**src/rtl/adder4_serial_ctrl_pkg.sv**
```systemverilog
// rtl/adder4_serial_ctrl_pkg.sv - shared constants for the nibble-serial adder
package adder4_serial_ctrl_pkg;

  localparam int NIB_W = 4;

  typedef enum logic [1:0] {
    ST_IDLE = 2'd0,
    ST_RUN  = 2'd1,
    ST_DONE = 2'd2
  } state_t;

endpackage

```
**src/rtl/adder4_serial_ctrl_adder4c.sv**
```systemverilog
// rtl/adder4_serial_ctrl_adder4c.sv - combinational 4-bit adder slice with carry-in
module adder4c
  import adder4_serial_ctrl_pkg::*;
(
  input  logic [NIB_W-1:0] in_data1,
  input  logic [NIB_W-1:0] in_data2,
  input  logic             cin,
  output logic [NIB_W-1:0] out_data,
  output logic             cy
);

  assign {cy, out_data} = {1'b0, in_data1} + {1'b0, in_data2} + {{NIB_W{1'b0}}, cin};

endmodule

```
**src/rtl/adder4_serial_ctrl.sv**
```systemverilog
// rtl/adder4_serial_ctrl.sv - wide add sequenced through one 4-bit slice, LS nibble first
module adder4_serial_ctrl
  import adder4_serial_ctrl_pkg::*;
#(
  parameter int NIBBLES = 4
) (
  input  logic                     clk,
  input  logic                     rst,
  input  logic                     start,
  input  logic [NIB_W*NIBBLES-1:0] in_data1,
  input  logic [NIB_W*NIBBLES-1:0] in_data2,
  input  logic                     cin,
  output logic [NIB_W*NIBBLES-1:0] out_data,
  output logic                     cy,
  output logic                     busy,
  output logic                     done
);

  localparam int W     = NIB_W * NIBBLES;
  localparam int CNT_W = (NIBBLES > 1) ? $clog2(NIBBLES) : 1;

  state_t             state;
  logic [W-1:0]       op_a;
  logic [W-1:0]       op_b;
  logic [W-1:0]       psum;
  logic [W-1:0]       psum_next;
  logic               carry;
  logic [CNT_W-1:0]   cnt;
  logic [NIB_W-1:0]   slice_sum;
  logic               slice_cy;

  adder4c u_slice (
    .in_data1 (op_a[NIB_W-1:0]),
    .in_data2 (op_b[NIB_W-1:0]),
    .cin      (carry),
    .out_data (slice_sum),
    .cy       (slice_cy)
  );

  // New nibble enters at the top; after NIBBLES steps nibble 0 has reached the bottom.
  generate
    if (NIBBLES == 1) begin : g_single
      assign psum_next = slice_sum;
    end else begin : g_multi
      assign psum_next = {slice_sum, psum[W-1:NIB_W]};
    end
  endgenerate

  always_ff @(posedge clk) begin
    if (rst) begin
      state    <= ST_IDLE;
      op_a     <= '0;
      op_b     <= '0;
      psum     <= '0;
      carry    <= 1'b0;
      cnt      <= '0;
      out_data <= '0;
      cy       <= 1'b0;
      busy     <= 1'b0;
      done     <= 1'b0;
    end else begin
      case (state)
        ST_IDLE: begin
          done <= 1'b0;
          if (start) begin
            op_a  <= in_data1;
            op_b  <= in_data2;
            carry <= cin;
            cnt   <= '0;
            busy  <= 1'b1;
            state <= ST_RUN;
          end
        end
        ST_RUN: begin
          psum  <= psum_next;
          op_a  <= op_a >> NIB_W;
          op_b  <= op_b >> NIB_W;
          carry <= slice_cy;
          cnt   <= cnt + 1'b1;
          if (cnt == CNT_W'(NIBBLES - 1)) begin
            out_data <= psum_next;
            cy       <= slice_cy;
            busy     <= 1'b0;
            done     <= 1'b1;
            state    <= ST_DONE;
          end
        end
        ST_DONE: begin
          done  <= 1'b0;
          state <= ST_IDLE;
        end
        default: begin
          busy  <= 1'b0;
          done  <= 1'b0;
          state <= ST_IDLE;
        end
      endcase
    end
  end

endmodule

```
**config.mk**
```make
export PLATFORM = sky130hd
export DESIGN_NAME = adder4_serial_ctrl
export DESIGN_NICKNAME = d
export VERILOG_FILES = /design/src/rtl/adder4_serial_ctrl_pkg.sv /design/src/rtl/adder4_serial_ctrl_adder4c.sv /design/src/rtl/adder4_serial_ctrl.sv
export SDC_FILE = /design/constraint.sdc
export NUM_CORES = 1
export LEC_CHECK = 0
export BUFFER_PORTS_ARGS = -buffer_cell sky130_fd_sc_hd__buf_2
export CORE_MARGIN = 2
export CORE_UTILIZATION = 57
export CTS_BUF_LIST = sky130_fd_sc_hd__clkbuf_4 sky130_fd_sc_hd__clkbuf_8
export CTS_CLUSTER_SIZE = 16
export DETAILED_ROUTE_END_ITERATION = 16
export GPL_TIMING_DRIVEN = 1
export PLACE_DENSITY = 0.8
export SETUP_SLACK_MARGIN = 0.1
export SLEW_MARGIN = 30
export SYNTH_ARGS = -nofsm -noshare
export SYNTH_HDL_FRONTEND = slang
export SYNTH_SLANG_ARGS = --single-unit
```
**constraint.sdc**
```tcl
create_clock -name clk -period 1.6 [get_ports clk]
set_input_delay 0.4 -clock clk [delete_from_list [all_inputs] [get_ports clk]]
set_output_delay 0.4 -clock clk [all_outputs]
set_load 0.02 [all_outputs]
```
# [Word-level counts from Yosys, hierarchy flattened]
# Index checks and enable logic that the tools add are counted.
[word_totals] memories=0 rom_bits=0 regBits=72 ram_bits=0 in_bits=36 output_inout_bits=19 elab_cells=41 latchBits=0
[classes] n_bitwise=2 n_mul=0 n_mux=14 n_eq_ne=5 n_lt_le_gt_ge=0 shift=0 reduce_logical=7 addsub=3 div=0
[ops] op="one-hot mux 16 bit (2 select lines)" n=2
[ops] op="two-way mux 16 bit" n=2
[ops] op="one-hot mux 2 bit (2 select lines)" n=2
[ops] op="two-way mux 2 bit" n=3
[ops] op="AND reduction 2 bit" n=3
[ops] op="adder 4 x 4 -> 5 bit" n=1
[ops] op="adder 5 x 1 -> 5 bit" n=1
[ops] op="== test 2 bit, second input constant" n=2
[ops] op="inequality test 2 bit, second input constant" n=2
[ops] op="two-way mux 1 bit" n=3
[ops] op="one-hot mux 1 bit (3 select lines)" n=1
[ops] op="AND reduction 3 bit" n=1
[ops] op="adder 2 x 1 -> 2 bit, second input constant" n=1
[ops] op="== test 2 x 1 -> 1 bit, second input constant" n=1
[ops] op="logical NOT 2 bit" n=1
[ops] op="NOT 1 bit" n=2
[ops] op="one-hot mux 1 bit (2 select lines)" n=1
[ops] op="nonzero test 2 bit" n=1
[ops] op="OR reduction 2 bit" n=1

# [Logic depth before layout (Yosys ltp)]
[logic_depth] ltp_word=3 depth_mapped=6

# [Modules after synthesis]
# From an unflattened synthesis, not the netlist that was laid out.
[hier_totals] cells_unflattened=284 area_unflattened_um2=2752.6
[by_module_without_submodules] mod="adder4_serial_ctrl" cells_each=268 seq_area_each_um2=1361.3 instances=1 area_each_um2=2608.8
[by_module_without_submodules] mod="adder4c" cells_each=16 seq_area_each_um2=0.0 instances=1 area_each_um2=143.9

# [Worst setup path before layout]
# Ideal clock, no wire load.
[synth_timing] path_type="register to register" start="register op_a[0]" end="register psum[13]" t_arrival_ps=1398 stages_incl_launch_ff=5 setup_slack_ps=116 period_less_slack_ps=1484 setup_ps=86 required_ps=1514 path_cell_list="dfxtp_1 fa_1 inv_1 fa_1 a211oi_1"
[synth_via] elab_chain_len=2
[synth_lines] element="start: declaration" line_no="adder4_serial_ctrl.sv:23" rtl="logic [W-1:0] op_a;"
[synth_lines] element="start signal: assignment" line_no="adder4_serial_ctrl.sv:66" rtl="op_a <= in_data1;"
[synth_lines] element="start signal: assignment" line_no="adder4_serial_ctrl.sv:76" rtl="op_a <= op_a >> NIB_W;"
[synth_lines] element="adder 4 x 4 -> 5 bit" line_no="adder4_serial_ctrl_adder4c.sv:12" rtl="assign {cy, out_data} = {1'b0, in_data1} + {1'b0, in_data2} + {{NIB_W{1'b0}}, cin};"
[synth_lines] element="adder 5 x 1 -> 5 bit" line_no="adder4_serial_ctrl_adder4c.sv:12"
[synth_lines] element="end signal: assignment" line_no="adder4_serial_ctrl.sv:75" rtl="psum <= psum_next;"
[synth_lines] element="end: declaration" line_no="adder4_serial_ctrl.sv:25" rtl="logic [W-1:0] psum;"
# No other way between the ends.
# A chain may end at the register's enable or synchronous reset.

# [Worst setup path after layout]
# Ends and elaborated chain as after synthesis.

==> results by group <==
Setup path
  – Worst r2r src: op_a[0]
  – Startpoint Class: register
  – Flop2flop setup slack: 0.06 ns
  – Worst EP arrival: 1.80 ns
  – Crit-path max FO: 2
  – Register-to-Register Path Depth: 4
  – CP Capture Type: register
  – Data required, critical path: 1.86 ns
  – Critical path class: reg2reg
  – Worst r2r dst: psum[13]

Power and ir drop
  – Combinational fraction of design power: 13.9%
  – Net Sw Power: 0.947 mW
  – Reg power frac: 49.0%
  – P_int: 2.82 mW
  – Switching share of total power: 25.1%
  – Cell area power density: 1070 mW/mm2
  – Leakage: 1.44 nW
  – VDD IR max: 0.000808 V
  – Clock power frac: 37.1%
  – Tot Pwr: 3.77 mW

Finish
  – Commonest non-fill, non-tap cell in the layout: nand2_1
  – Fin nets: 428
  – Share of layout cells above drive strength 1: 29.8%
  – # fillers: 416
  – Area of the multi-input gates: 0.00143 mm2
  – Register Area: 0.00137 mm2
  – Commonest cells after routing, fill and taps aside: nand2_1 (96), dfxtp_1 (65), buf_2 (54), nor2_1 (38), a21oi_1 (25)
  – # diodes: 0
  – Area grow syn2layout: 19.2%

STA
  – Final min period: 1.54 ns
  – Final Worst Setup Slack: 0.0562 ns
  – Fin crit share: 96.5%
  – Slew @ Worst Pin: 0.427 ns
  – Setup TNS: 0 ns
  – Pins over their slew limit: 0
  – Clock Skew: 0.00515 ns
  – Worst relative slew slack: 71.5%
  – Setup violations, final: 0
  – RSZ-0062 raised after global routing: true
  – FMAX: 648 MHz
  – Final hold violations: 0

Placement
  – DP Wirelength: 3870 um
  – DP Worst Slack: 0.0139 ns
  – GPL Wtd Cong: 0.750
  – IO buf count: 54

Yosys
  – FFs w/ async S/R, synth: 0%
  – Syn avg cell area: 8.86 um2
  – Synthesis Warnings: 0
  – Largest family of logic cells by synthesized area: compound AO/OA/AOI/OAI gates
  – Compound-gate portion of the synthesized area: 21.9%
  – Post-Synthesis Cells: 333
  – Seq/Total Area, Yosys: 46.1%
  – Mux cell area share after synthesis: 0%
  – Synth cell types: 34
  – Post-Synth Adder-Cell Area: 3.05%
  – Post-synth EDFFs: 0
  – FF+latch count, synth: 68
  – Synth Area in Simple Gates: 21.7%
  – XOR/XNOR share of the synthesized area: 0.297%
  – Post-synth net total: 375
  – Mapped cell area: 0.00295 mm2
  – Ys flop type: dfxtp_1

Routing
  – # DRC: 0
  – Antenna-violating nets left: 0
  – Routed wire per std cell: 12.8 um
  – Via Count: 2428
  – Vias per cell: 5.29
  – DRT iter0 DRCs: 117
  – Total wire length: 5860 um
  – Drt pass-1 iters: 4

Clock tree
  – Clk_lat worst skew: 0.34 ns
  – CTS buffer count: 9
  – Worst-path clk slew: 0.07 ns
  – CTS tree: yes
  – Clock buffer depth: 2
  – Root Driver: clkbuf_8
  – Htree depth: 3
  – TritonCTS Sinks: 68

Hold path
  – Min-Delay Endpoint: op_b[12]
  – Min-Delay Path Class: in2reg
  – Worst hold stages: 3
  – Hold_sp: in_data2[12]

Global route
  – GRT overflow: 0
  – Initial antenna violation count: 0
  – First-pass GRT wire length: 9680 um
  – Largest net degree at the start of global routing: 43
  – Gr usage total: 20.7%
  – Vias in the first global route: 2170

Die
  – Full die area: 0.00577 mm2
  – Row cnt: 26
  – Initial Util: 58.5%
  – Die Wd: 75.9 um
  – Core Footprint: 0.00504 mm2
  – I/O pin count: 55
  – Die height: 75.9 um

Flow run
  – Max-cap violation count: 0

Outcome
  – Status: completed
[stage by stage]
stage               utilization [%]  hold WS (ns)  cell area (um2)  cells
finish                         69.7         0.291             3520    459
global route                   69.7         0.288             3520    459
floorplan                         -         0.432             2950    333
detailed placement             64.7         0.444             3260    443
global placement               64.7         0.440             3260    443
CTS                            69.0         0.280             3480    457
[metal layers]
layer	track usage, %	wire, um
met5	0	0
met3	5.60	209
met4	10.0	108
met1	25.1	2560
met2	34.3	2980
[cells in the mapped netlist, drive strengths merged (2+ instances only)]
library cell	number	area, um2
clkbuf	5	18.8
nor2	38	143
dfxtp	68	1360
and3b	2	17.5
nand3	3	15.0
nand2	96	360
a211oi	5	37.5
fa	2	40.0
buf	21	166
a311oi	26	340
nand2b	6	37.5
nor2b	3	21.3
a21oi	26	130
inv	5	18.8
ha	4	50.1
a22oi	9	67.6
[power by group through the flow]
| stage | sequential (mW) | combinational [mW] | clock, mW |
|---|---|---|---|
| after floorplan | 1.87 | 0.372 | 0 |
| after global placement | 1.88 | 0.481 | 0 |
| after detailed placement | 1.88 | 0.491 | 0 |
| after CTS | 1.85 | 0.507 | 1.44 |
| after global routing | 1.86 | 0.579 | 1.51 |
| final | 1.85 | 0.525 | 1.40 |
[what timing repair did]
action	4_1_cts	5_1_grt
pin swaps	2	1
setup endpoints to repair	5	16
resized for setup	9	6
cloned	0	0
hold buffers	0	0
buffers inserted	0	2
[worst max-delay path, cell delays in order (launching register included)]
cell and delay, ns:
dfxtp_2 0.33, fa_2 0.40, inv_2 0.07, fa_2 0.45, a211oi_2 0.21
[worst max-delay path by stage]
stage	start	endpoint	slack (ns)	cells past startpoint
6_report	op_a[0]	psum[13]	0.06	4
5_1_grt	op_a[0]	carry	0.007	6
4_1_cts	op_a[0]	psum[13]	0.1	4
3_5_place_dp	op_a[0]	cy	0.01	6
3_3_place_gp	op_a[0]	carry	0.03	6
2_1_floorplan	op_a[0]	psum[13]	0.12	4
[state kept, by name (all words and copies together), names as in the netlist]
signal / count
carry: 1
out_data: 16
cy: 1
op_b: 16
op_a: 16
state: 2
busy: 1
done: 1
psum: 12
cnt: 2
[logic make-up (layout without fill, tap and decap cells)]
kind of cell             Yosys count  in the layout
XOR/XNOR                           1              1
AND/OR/NAND/NOR                  154            154
flip-flops                        68             68
adder cells (fa/ha/maj)            6              6
buffers and inverters             31             87
AO/OA/AOI/OAI                     73             73
[area by class of cell]
| type | count | area share (%) |
|---|---|---|
| Sequential cell | 68 | 38.8 |
| Clock inverter | 2 | 0.996 |
| Timing Repair Buffer | 68 | 12.1 |
| Clock buffer | 12 | 4.52 |
| Multi-Input combinational cell | 234 | 40.5 |
| Inverter | 5 | 0.534 |
| Tap cell | 70 | 2.49 |
No activity file was read; power rests on OpenSTA's default activity.
